## src/rtl/elevator_pkg.sv

```systemverilog
// Shared encodings and sizes for the elevator controller and the floor request scheduler.
package elevator_pkg;
    localparam int FLOOR_W        = 4;
    localparam int DEF_NUM_FLOORS = 10;

    typedef logic [FLOOR_W-1:0] floor_t;

    // Encodings shared with elevator_state_machine.
    typedef enum logic [1:0] {
        HOLD       = 2'b00,
        SERVE_UP   = 2'b10,
        SERVE_DOWN = 2'b11
    } sched_state_t;
endpackage

```

## src/rtl/floor_request_scheduler_if.sv

```systemverilog
// Button/controller bundle between the scheduler (slave) and its surroundings (master).
interface floor_request_scheduler_if
    import elevator_pkg::*;
#(
    parameter int NUM_FLOORS = DEF_NUM_FLOORS
);
    logic [NUM_FLOORS-1:0] call_btn;
    floor_t                current_floor;
    logic                  elevator_idle;
    floor_t                requested_floor;
    logic [NUM_FLOORS-1:0] pending;
    logic                  dir_up;

    modport master (
        output call_btn, current_floor, elevator_idle,
        input  requested_floor, pending, dir_up
    );

    modport slave (
        input  call_btn, current_floor, elevator_idle,
        output requested_floor, pending, dir_up
    );
endinterface

```

## src/rtl/btn_debounce.sv

```systemverilog
// One call button: 2-flop synchronizer, plus a stability counter when BTN_DEBOUNCE_EN is defined.
module btn_debounce #(
    parameter logic [15:0] DEBOUNCE_CYCLES = 16'd50000
) (
    input  logic clk,
    input  logic reset,
    input  logic i_btn,
    output logic o_level
);
    logic r_sync1, r_sync2;

    always_ff @(posedge clk) begin
        if (reset) begin
            r_sync1 <= 1'b0;
            r_sync2 <= 1'b0;
        end else begin
            r_sync1 <= i_btn;
            r_sync2 <= r_sync1;
        end
    end

`ifdef BTN_DEBOUNCE_EN
    logic        r_last, r_level;
    logic [15:0] r_cnt;

    // Any change restarts the count; the level moves only after a full stable window.
    always_ff @(posedge clk) begin
        if (reset) begin
            r_last  <= 1'b0;
            r_level <= 1'b0;
            r_cnt   <= '0;
        end else begin
            r_last <= r_sync2;
            if (r_sync2 != r_last)
                r_cnt <= '0;
            else if (r_cnt != DEBOUNCE_CYCLES)
                r_cnt <= r_cnt + 16'd1;
            else
                r_level <= r_last;
        end
    end

    assign o_level = r_level;
`else
    logic w_unused_db;
    assign w_unused_db = ^DEBOUNCE_CYCLES;
    assign o_level     = r_sync2;
`endif
endmodule

```

## src/rtl/floor_request_scheduler.sv

```systemverilog
// SCAN-order floor request scheduler feeding elevator_state_machine.
// Optional input filtering: define BTN_DEBOUNCE_EN.
module floor_request_scheduler
    import elevator_pkg::*;
#(
    parameter int          NUM_FLOORS      = DEF_NUM_FLOORS,
    parameter logic [15:0] DEBOUNCE_CYCLES = 16'd50000
) (
    input  logic                      clk,
    input  logic                      reset,
    floor_request_scheduler_if.slave  bus
);
    localparam floor_t LAST_FLOOR = floor_t'(NUM_FLOORS - 1);

    logic [NUM_FLOORS-1:0] w_level, w_rise, w_clr, w_pend_nxt;
    logic [NUM_FLOORS-1:0] r_level_q, r_pending;
    sched_state_t          r_state, w_state_nxt;
    floor_t                r_req, w_req_nxt, w_cur;
    logic                  r_dir, w_dir_nxt, w_cur_ok, w_idle;
    logic                  w_any_above, w_any_below;
    floor_t                w_above_lo, w_below_hi;

    for (genvar f = 0; f < NUM_FLOORS; f++) begin : g_btn
        btn_debounce #(.DEBOUNCE_CYCLES(DEBOUNCE_CYCLES)) u_btn (
            .clk     (clk),
            .reset   (reset),
            .i_btn   (bus.call_btn[f]),
            .o_level (w_level[f])
        );
    end

    assign w_cur    = bus.current_floor;
    assign w_idle   = bus.elevator_idle;
    assign w_cur_ok = (w_cur <= LAST_FLOOR);
    assign w_rise   = w_level & ~r_level_q;

    // Clear is applied after the press so a same-floor press while parked is dropped.
    always_comb begin
        w_clr = '0;
        for (int f = 0; f < NUM_FLOORS; f++)
            w_clr[f] = w_idle && (w_cur == floor_t'(f));
        w_pend_nxt = (r_pending | w_rise) & ~w_clr;
    end

    always_comb begin
        w_any_above = 1'b0;
        w_above_lo  = '0;
        w_any_below = 1'b0;
        w_below_hi  = '0;
        for (int f = NUM_FLOORS - 1; f >= 0; f--) begin
            if (r_pending[f] && floor_t'(f) > w_cur) begin
                w_any_above = 1'b1;
                w_above_lo  = floor_t'(f);
            end
        end
        for (int f = 0; f < NUM_FLOORS; f++) begin
            if (r_pending[f] && floor_t'(f) < w_cur) begin
                w_any_below = 1'b1;
                w_below_hi  = floor_t'(f);
            end
        end
    end

    // While moving, only a strictly closer pick-up ahead may replace the target.
    always_comb begin
        w_state_nxt = r_state;
        w_req_nxt   = r_req;
        if (w_cur_ok) begin
            case (r_state)
                HOLD: begin
                    if (r_pending == '0) begin
                        w_req_nxt = w_cur;
                    end else if (w_any_above) begin
                        w_state_nxt = SERVE_UP;
                        w_req_nxt   = w_above_lo;
                    end else begin
                        w_state_nxt = SERVE_DOWN;
                        w_req_nxt   = w_any_below ? w_below_hi : w_cur;
                    end
                end
                SERVE_UP: begin
                    if (!w_idle) begin
                        if (w_any_above && w_above_lo < r_req)
                            w_req_nxt = w_above_lo;
                    end else if (w_any_above) begin
                        w_req_nxt = w_above_lo;
                    end else if (w_any_below) begin
                        w_state_nxt = SERVE_DOWN;
                        w_req_nxt   = w_below_hi;
                    end else begin
                        w_state_nxt = HOLD;
                        w_req_nxt   = w_cur;
                    end
                end
                SERVE_DOWN: begin
                    if (!w_idle) begin
                        if (w_any_below && w_below_hi > r_req)
                            w_req_nxt = w_below_hi;
                    end else if (w_any_below) begin
                        w_req_nxt = w_below_hi;
                    end else if (w_any_above) begin
                        w_state_nxt = SERVE_UP;
                        w_req_nxt   = w_above_lo;
                    end else begin
                        w_state_nxt = HOLD;
                        w_req_nxt   = w_cur;
                    end
                end
                default: w_state_nxt = HOLD;
            endcase
        end
        w_dir_nxt = (w_state_nxt == SERVE_UP)   ? 1'b1 :
                    (w_state_nxt == SERVE_DOWN) ? 1'b0 : r_dir;
    end

    always_ff @(posedge clk) begin
        if (reset) begin
            r_state   <= HOLD;
            r_req     <= '0;
            r_dir     <= 1'b1;
            r_pending <= '0;
            r_level_q <= '0;
        end else begin
            r_state   <= w_state_nxt;
            r_req     <= w_req_nxt;
            r_dir     <= w_dir_nxt;
            r_pending <= w_pend_nxt;
            r_level_q <= w_level;
        end
    end

    assign bus.requested_floor = r_req;
    assign bus.pending         = r_pending;
    assign bus.dir_up          = r_dir;
endmodule
```

## src/flat_wrapper.sv

```systemverilog
// flat-port wrapper written by rule: the top's interface ports become plain ports
module floor_request_scheduler_flat import elevator_pkg::*;
#(
    parameter int          NUM_FLOORS      = DEF_NUM_FLOORS,
    parameter logic [15:0] DEBOUNCE_CYCLES = 16'd50000
)
  (clk, reset, bus_call_btn, bus_current_floor, bus_elevator_idle, bus_requested_floor, bus_pending, bus_dir_up);
  floor_request_scheduler_if #(.NUM_FLOORS(NUM_FLOORS)) bus_i ();
  input  logic clk;
  input  logic reset;
  input wire logic [$bits(bus_i.call_btn)-1:0] bus_call_btn;
  input wire logic [$bits(bus_i.current_floor)-1:0] bus_current_floor;
  input wire logic [$bits(bus_i.elevator_idle)-1:0] bus_elevator_idle;
  output wire logic [$bits(bus_i.requested_floor)-1:0] bus_requested_floor;
  output wire logic [$bits(bus_i.pending)-1:0] bus_pending;
  output wire logic [$bits(bus_i.dir_up)-1:0] bus_dir_up;
  assign bus_i.call_btn = bus_call_btn;
  assign bus_i.current_floor = bus_current_floor;
  assign bus_i.elevator_idle = bus_elevator_idle;
  assign bus_requested_floor = bus_i.requested_floor;
  assign bus_pending = bus_i.pending;
  assign bus_dir_up = bus_i.dir_up;
  floor_request_scheduler #(.NUM_FLOORS(NUM_FLOORS), .DEBOUNCE_CYCLES(DEBOUNCE_CYCLES)) u_core (.clk(clk), .reset(reset), .bus(bus_i));
endmodule
```

## config.mk

```make
export PLATFORM = sky130hd
export DESIGN_NAME = floor_request_scheduler_flat
export DESIGN_NICKNAME = d
export VERILOG_FILES = /design/src/rtl/elevator_pkg.sv /design/src/rtl/floor_request_scheduler_if.sv /design/src/rtl/btn_debounce.sv /design/src/rtl/floor_request_scheduler.sv /design/src/flat_wrapper.sv
export SDC_FILE = /design/constraint.sdc
export NUM_CORES = 1
export LEC_CHECK = 0
export ABC_CLOCK_PERIOD_IN_PS = 7520
export CORE_ASPECT_RATIO = 1.2
export CORE_MARGIN = 2
export CORE_UTILIZATION = 55
export CTS_CLUSTER_DIAMETER = 200
export DETAILED_ROUTE_END_ITERATION = 8
export PLACE_DENSITY = 0.78
export SLEW_MARGIN = 20
export SYNTH_ARGS = -nofsm -noshare
export SYNTH_HDL_FRONTEND = slang
export SYNTH_HIERARCHICAL = 1
export SYNTH_SLANG_ARGS = --single-unit
```

## constraint.sdc

```tcl
create_clock -name clk -period 7.52 [get_ports clk]
set_input_delay 1.504 -clock clk [delete_from_list [all_inputs] [get_ports clk]]
set_output_delay 1.504 -clock clk [all_outputs]
set_load 0.05 [all_outputs]
```

==> results of run 1 <==
per-stage QoR:
stage / cell area [µm²] / std cells
after floorplan: 2529 / 302
after global placement: 2830 / 374
after detailed placement: 2830 / 374
after CTS: 2927 / 382
after global routing: 2927 / 382
final: 2927 / 382
cells in the mapped netlist, types with 5 or more instances:
cell,number
dfxtp_1,47
nor2b_1,42
a21oi_1,21
inv_1,20
nor2_1,19
nand2_1,14
a211oi_1,11
o21ai_0,10
clkbuf_1,8
ha_1,7
nor3_1,7
a31oi_1,6
a311oi_1,5
buf_2,5
cell usage in the layout, fill, tap and decap left out, types with 2 or more instances in the layout:
cell type,n
clkbuf_8,5
a311oi_1,5
a21oi_1,21
nor2b_1,42
clkdlybuf4s50_1,31
nand3_1,4
a211o_1,2
dfxtp_1,47
or3_1,2
or2_2,2
o221a_2,2
o211ai_1,2
o21ai_1,2
and2_1,4
o21a_1,4
and3_1,3
o22ai_1,4
o31ai_1,3
nor3_1,7
o311ai_0,2
ha_1,7
inv_1,20
a21o_1,3
nand2_1,14
a41oi_1,2
a32o_1,2
a31oi_1,6
nor4_1,4
a221oi_1,2
o21ai_0,10
o21ba_2,2
a211oi_1,11
a22o_1,2
nand4_1,3
o22a_1,2
o211a_1,2
nor2_1,19
area by class of cell:
class,count,area (µm²)
inverters,20,75.07
fillers,387,1567
multi-input cells,217,1424
flip-flops and latches,47,940.9
well taps,58,72.57
clock buffers,5,68.82
clock inverters,3,27.53
repair buffers,32,317.8
cells by family (layout without fill, tap and decap cells):
group / Yosys count / in the layout
AO/OA/AOI/OAI: 103 / 103
flip-flops: 47 / 47
AND/OR/NAND/NOR: 107 / 107
adder cells (fa/ha/maj): 7 / 7
buffers and inverters: 38 / 60
where the power goes:
group	internal (W)	leakage [nW]	switching (W)
combinational	0.0000830	0.664	0.000121
sequential	0.000266	0.387	0.0000202
clock	0.0000690	0.0467	0.0000944
how the worst min path moves through the flow:
stage,from,end,slack (ns),depth (start not counted)
floorplan,u_core/g_btn[0].u_btn/r_sync1,u_core/g_btn[0].u_btn/o_level,0.41,1
global placement,u_core/g_btn[7].u_btn/r_sync1,u_core/g_btn[7].u_btn/o_level,0.42,1
detailed placement,u_core/g_btn[8].u_btn/r_sync1,u_core/g_btn[8].u_btn/o_level,0.42,1
CTS,u_core/g_btn[8].u_btn/r_sync1,u_core/g_btn[8].u_btn/o_level,0.45,1
global route,u_core/g_btn[0].u_btn/r_sync1,u_core/g_btn[0].u_btn/o_level,0.46,1
finish,u_core/g_btn[0].u_btn/r_sync1,u_core/g_btn[0].u_btn/o_level,0.44,1
critical path: stages:
cell and delay [ns]:
clkdlybuf4s50_1 0.89, o22a_1 0.41, o21ai_1 0.34, inv_1 0.18
a21oi_1 0.26, ha_1 0.30, nor2b_1 0.14, o21a_1 0.16
o21ai_0 0.15, a211oi_1 0.10, o22a_1 0.28, and3_1 0.25
a311oi_1 0.20
layer usage:
layer  track usage (%)  vias to the layer above  wire [µm]
met2             43.94                      100       3146
met5                 0                        -          0
met1             31.60                     1077       2506
met3             5.014                       24        362
met4             15.21                        0        306
li1                  -                     1150          -
registers in the layout, summed over array words and instances, names as in the netlist:
name,flops
u_core/g_btn.u_btn/o_level,10
u_core/bus.requested_floor,4
u_core/bus.dir_up,1
u_core/g_btn.u_btn/r_sync1,10
u_core/r_state,2
u_core/r_level_q,10
u_core/bus.pending,10
==> results.ini, run 1 <==
[hold_path]
hp-class = register to register

[critical_path]
critPathKind = input port to register
startpoint = bus_current_floor[1]
timing.rr.end = u_core/bus.requested_floor[1]
reg2reg_slack_ns = 4.45
worstRegToRegCells = 12
crit_end = u_core/bus.requested_floor[1]
start_kind = input port
endpoint_kind = register
crit_fanout = 27
arrival_ns = 5.16
r2r-start = u_core/bus.pending[8]
critPathRequiredTime_ns = 7.74

[routing]
dr.pass1.iters = 4
drc_errors = 0
routed_via_density = 6.154
routedWlPerCell_um = 16.55
vias = 2351
first_iter_violations = 169
wirelength_um = 6322
drt.antenna.violating_nets = 0

[sta]
fin_skew_ns = 0.007078
fmax_mhz = 202.5
tightest_slew_ns = 0.9286
finalMaxSlewViolations = 0
setup_viol = 0
rsz0062_at_grt = no
fin_crit_sh_pct = 65.66
hold_viol_final = 0
worst_slack_ns = 2.582
hold_ws_ns = 0.4385
fin_crit_ns = 4.938
timing.slew.headroom_pct = 37.90
fin_setup_tns_ns = 0

[pwr]
ir_drop_v = 0.0001846
finalPower_w = 0.0006541
leakagePower_nw = 1.098
power.density_mw_per_mm2 = 223.5

[synthesis]
yosys.area_share.simple_pct = 22.76
ys_warn_count = 6
synthCells = 302
muxShareOfSynthArea_pct = 0
synth.top_cell.area_share_pct = 37.21
synth_top_family_by_area = compound AO/OA/AOI/OAI gates
synthFlopType = dfxtp_1
synth-seq-cells = 47
synth.area.top_cells = dfxtp_1, nor2b_1, a21oi_1
syn_avg_cell_area_um2 = 8.373
syn_nets = 326
synth_compound_area_share_pct = 30.08
synth_top_area_cell = dfxtp_1
ys_seq_area_share_pct = 37.21
synthDistinctLibCells = 55
synthAdderAreaFrac_pct = 3.464
synth_xor_area_share_pct = 0
synth_edf_count = 0
syn-cell-area_mm2 = 0.002529
async_reset_ff_share_pct = 0

[placed_design]
pre_cts_slack_ns = 2.331
post-dp-hpwl_um = 4613
port_buffers = 31
place.gp.congestion = 0.9408

[global_route]
grt_pass1_vias = 2188
antenna_found_initial = 0
grt-ovfl-total = 0
grt_pass1_wl_um = 10540
grtUsageTotal_pct = 26.54
grt_max_degree = 33

[run_status]
run_status = complete, no violations

[cells_and_area]
diodes = 0
area_growth_pct = 15.73
drive_above_1_share_pct = 5.864
utilization_pct = 65.14
nets = 347

[clock_network]
clk_path_buf_depth = 2
insertion_delay_ns = 0.31
cts_num_sinks = 47
postCtsHoldBufs = 0
cts_tree = built
clk_transition_reported_paths_ns = 0.10
ctsResizeCount = 0
postCtsSetupBuffers = 0
cts_buffers = 5
root_buffer = clkbuf_8
h-tree-depth = 2

[die]
dieHeight_um = 78.28
io_pins = 32
initial_core_util_pct = 56.28
num_rows = 27
coreArea_mm2 = 0.004493
die_w_um = 65.90
die-area_mm2 = 0.005158

[flow_run]
drv_cap = 0

(Power assumes the default switching activity.)
==> run 2, diff against run 1 <==
--- a/config.mk
+++ b/config.mk
@@ -5,13 +5,13 @@
 export SDC_FILE = /design/constraint.sdc
 export NUM_CORES = 1
 export LEC_CHECK = 0
-export ABC_CLOCK_PERIOD_IN_PS = 7520
+export ABC_CLOCK_PERIOD_IN_PS = 4000
 export CORE_ASPECT_RATIO = 1.2
 export CORE_MARGIN = 2
-export CORE_UTILIZATION = 55
+export CORE_UTILIZATION = 50
 export CTS_CLUSTER_DIAMETER = 200
 export DETAILED_ROUTE_END_ITERATION = 8
-export PLACE_DENSITY = 0.78
+export PLACE_DENSITY = 0.75
 export SLEW_MARGIN = 20
 export SYNTH_ARGS = -nofsm -noshare
 export SYNTH_HDL_FRONTEND = slang
==> constraint.sdc (replaced) <==
create_clock -name clk -period 4 [get_ports clk]
set_input_delay 0.8 -clock clk [delete_from_list [all_inputs] [get_ports clk]]
set_output_delay 0.8 -clock clk [all_outputs]
set_load 0.05 [all_outputs]
==> results.ini, run 2 (synthesis gave the netlist of run 1 again) <==
[global_route]
grt_pass1_wl_um = 11000
antenna_found_initial = 0
grt-ovfl-total = 0
grt_pass1_vias = 2290
grtUsageTotal_pct = 26.23
grt_max_degree = 32

[sta]
rsz0062_at_grt = no
fmax_mhz = 274.0
fin_setup_tns_ns = 0
fin_skew_ns = 0.007411
fin_crit_sh_pct = 91.25
fin_crit_ns = 3.650
finalMaxSlewViolations = 0
hold_ws_ns = 0.4452
tightest_slew_ns = 0.6128
setup_viol = 0
hold_viol_final = 0
timing.slew.headroom_pct = 58.61

[clock_network]
ctsResizeCount = 0
clk_transition_reported_paths_ns = 0.09
postCtsSetupBuffers = 0
h-tree-depth = 2
cts_buffers = 5
root_buffer = clkbuf_8
cts_num_sinks = 47
insertion_delay_ns = 0.30
cts_tree = built
postCtsHoldBufs = 0
clk_path_buf_depth = 2

[pwr]
switching_share_pct = 33.70
p_comb_share_pct = 31.3
switching_power_w = 0.0004362
leakagePower_nw = 1.193
p_clk_share_pct = 27.1
p_int_w = 0.0008583
ir_drop_v = 0.0003435
power_frac_seq_pct = 41.7
finalPower_w = 0.001294
power.density_mw_per_mm2 = 419.9

[run_status]
run_status = complete, no violations

[placed_design]
port_buffers = 31
post-dp-hpwl_um = 5083
place.gp.congestion = 0.8686
dpl_cell_area_mm2 = 0.002968

[cells_and_area]
layout_common_cells = dfxtp_1, nor2b_1, clkdlybuf4s50_1
utilization_pct = 62.86
final_common_cell = dfxtp_1
drive_above_1_share_pct = 10.82
area_growth_pct = 21.92
design_area_mm2 = 0.003083
nets = 365
diodes = 0

[routing]
dr.pass1.iters = 4
drc_errors = 0
drt.antenna.violating_nets = 0
first_iter_violations = 227
routed_via_density = 6.010
wirelength_um = 6846
vias = 2416
routedWlPerCell_um = 17.03

[die]
die_w_um = 68.92
dieHeight_um = 81.90
coreArea_mm2 = 0.004905
initial_core_util_pct = 51.56
num_rows = 28
io_pins = 32
die-area_mm2 = 0.005645

[critical_path]
arrival_ns = 3.86
slowest_stage = clkdlybuf4s50_1
cp_common_cell = o21ai_0
crit_fanout = 10
slowest_delay_ns = 0.68
worstPathCellList = clkdlybuf4s50_1 > a41o_1 > o21ai_0 > a21oi_1 > ha_1 > nor2b_1 > o21a_1 > o21ai_0 > a211oi_1 > o22a_1 > and3_1 > a311oi_1
endpoint_kind = register
critPathRequiredTime_ns = 4.21
critPathKind = input port to register
start_kind = input port

[hold_path]
hp-class = register to register

[flow_run]
drv_cap = 0

[run 2: cell types whose count changed in the layout (fill, tap and decap cells not counted)]
cell       delta
inv_8         -1
buf_4        +18
bufinv_16     +1
[run 2: worst paths after layout]
kind / from / end / slack (ns) / depth (start not counted)
hold reg to reg: u_core/g_btn[3].u_btn/r_sync1 / u_core/g_btn[3].u_btn/o_level / 0.45 / 1
setup / recovery: bus_current_floor[2] / u_core/bus.requested_floor[1] / 0.35 / 12
hold / removal: u_core/g_btn[3].u_btn/r_sync1 / u_core/g_btn[3].u_btn/o_level / 0.45 / 1
setup reg to reg: u_core/bus.pending[6] / u_core/bus.requested_floor[1] / 0.99 / 11
[run 2: layout make-up]
class                      count  area, µm²
tap                           60      75.07
clock inverter                 3      46.29
multi-input combinational    217       1424
fill                         464       1822
sequential                    47      940.9
timing repair buffer          50      452.9
clock buffer                   5      68.82
inverter                      20      75.07
[run 2: critical path, delay by kind of cell]
family | cells | cell delay (ns)
simple gates | 2 | 0.38
compound gates | 8 | 1.67
fa+ha+maj | 1 | 0.31
buf+inv | 1 | 0.68
[run 2: stage by stage]
stage,setup slack [ns],instances
3_5_place_dp,0.06005,394
5_1_grt,0.1394,402
3_3_place_gp,0.1396,394
4_1_cts,0.3748,402
6_report,0.3498,402
2_1_floorplan,0.8053,302
[run 2: power groups by stage]
| stage | sequential, W | clock [W] | combinational (W) |
|---|---|---|---|
| floorplan | 0.000587 | 0 | 0.000230 |
| global placement | 0.000550 | 0 | 0.000397 |
| detailed placement | 0.000550 | 0 | 0.000396 |
| CTS | 0.000538 | 0.000361 | 0.000398 |
| global route | 0.000544 | 0.000372 | 0.000436 |
| finish | 0.000540 | 0.000350 | 0.000405 |
[run 2: metal layers]
metal  track usage (%)  vias to the layer above  part of all wire, %
met5                 0                        -                    0
met3             3.288                       14                  4.0
met1             29.81                     1151                   41
met2             47.88                       75                   52
met4             11.57                        0                  2.4
li1                  -                     1176                    -
==> run 3, diff against run 2 <==
--- a/config.mk
+++ b/config.mk
@@ -12,7 +12,7 @@
 export CTS_CLUSTER_DIAMETER = 200
 export DETAILED_ROUTE_END_ITERATION = 8
 export PLACE_DENSITY = 0.75
-export SLEW_MARGIN = 20
+export SLEW_MARGIN = 5
 export SYNTH_ARGS = -nofsm -noshare
 export SYNTH_HDL_FRONTEND = slang
 export SYNTH_HIERARCHICAL = 1
==> results of run 3 <==
Same layout as run 2: the final DEF is identical, and so are final timing and power.
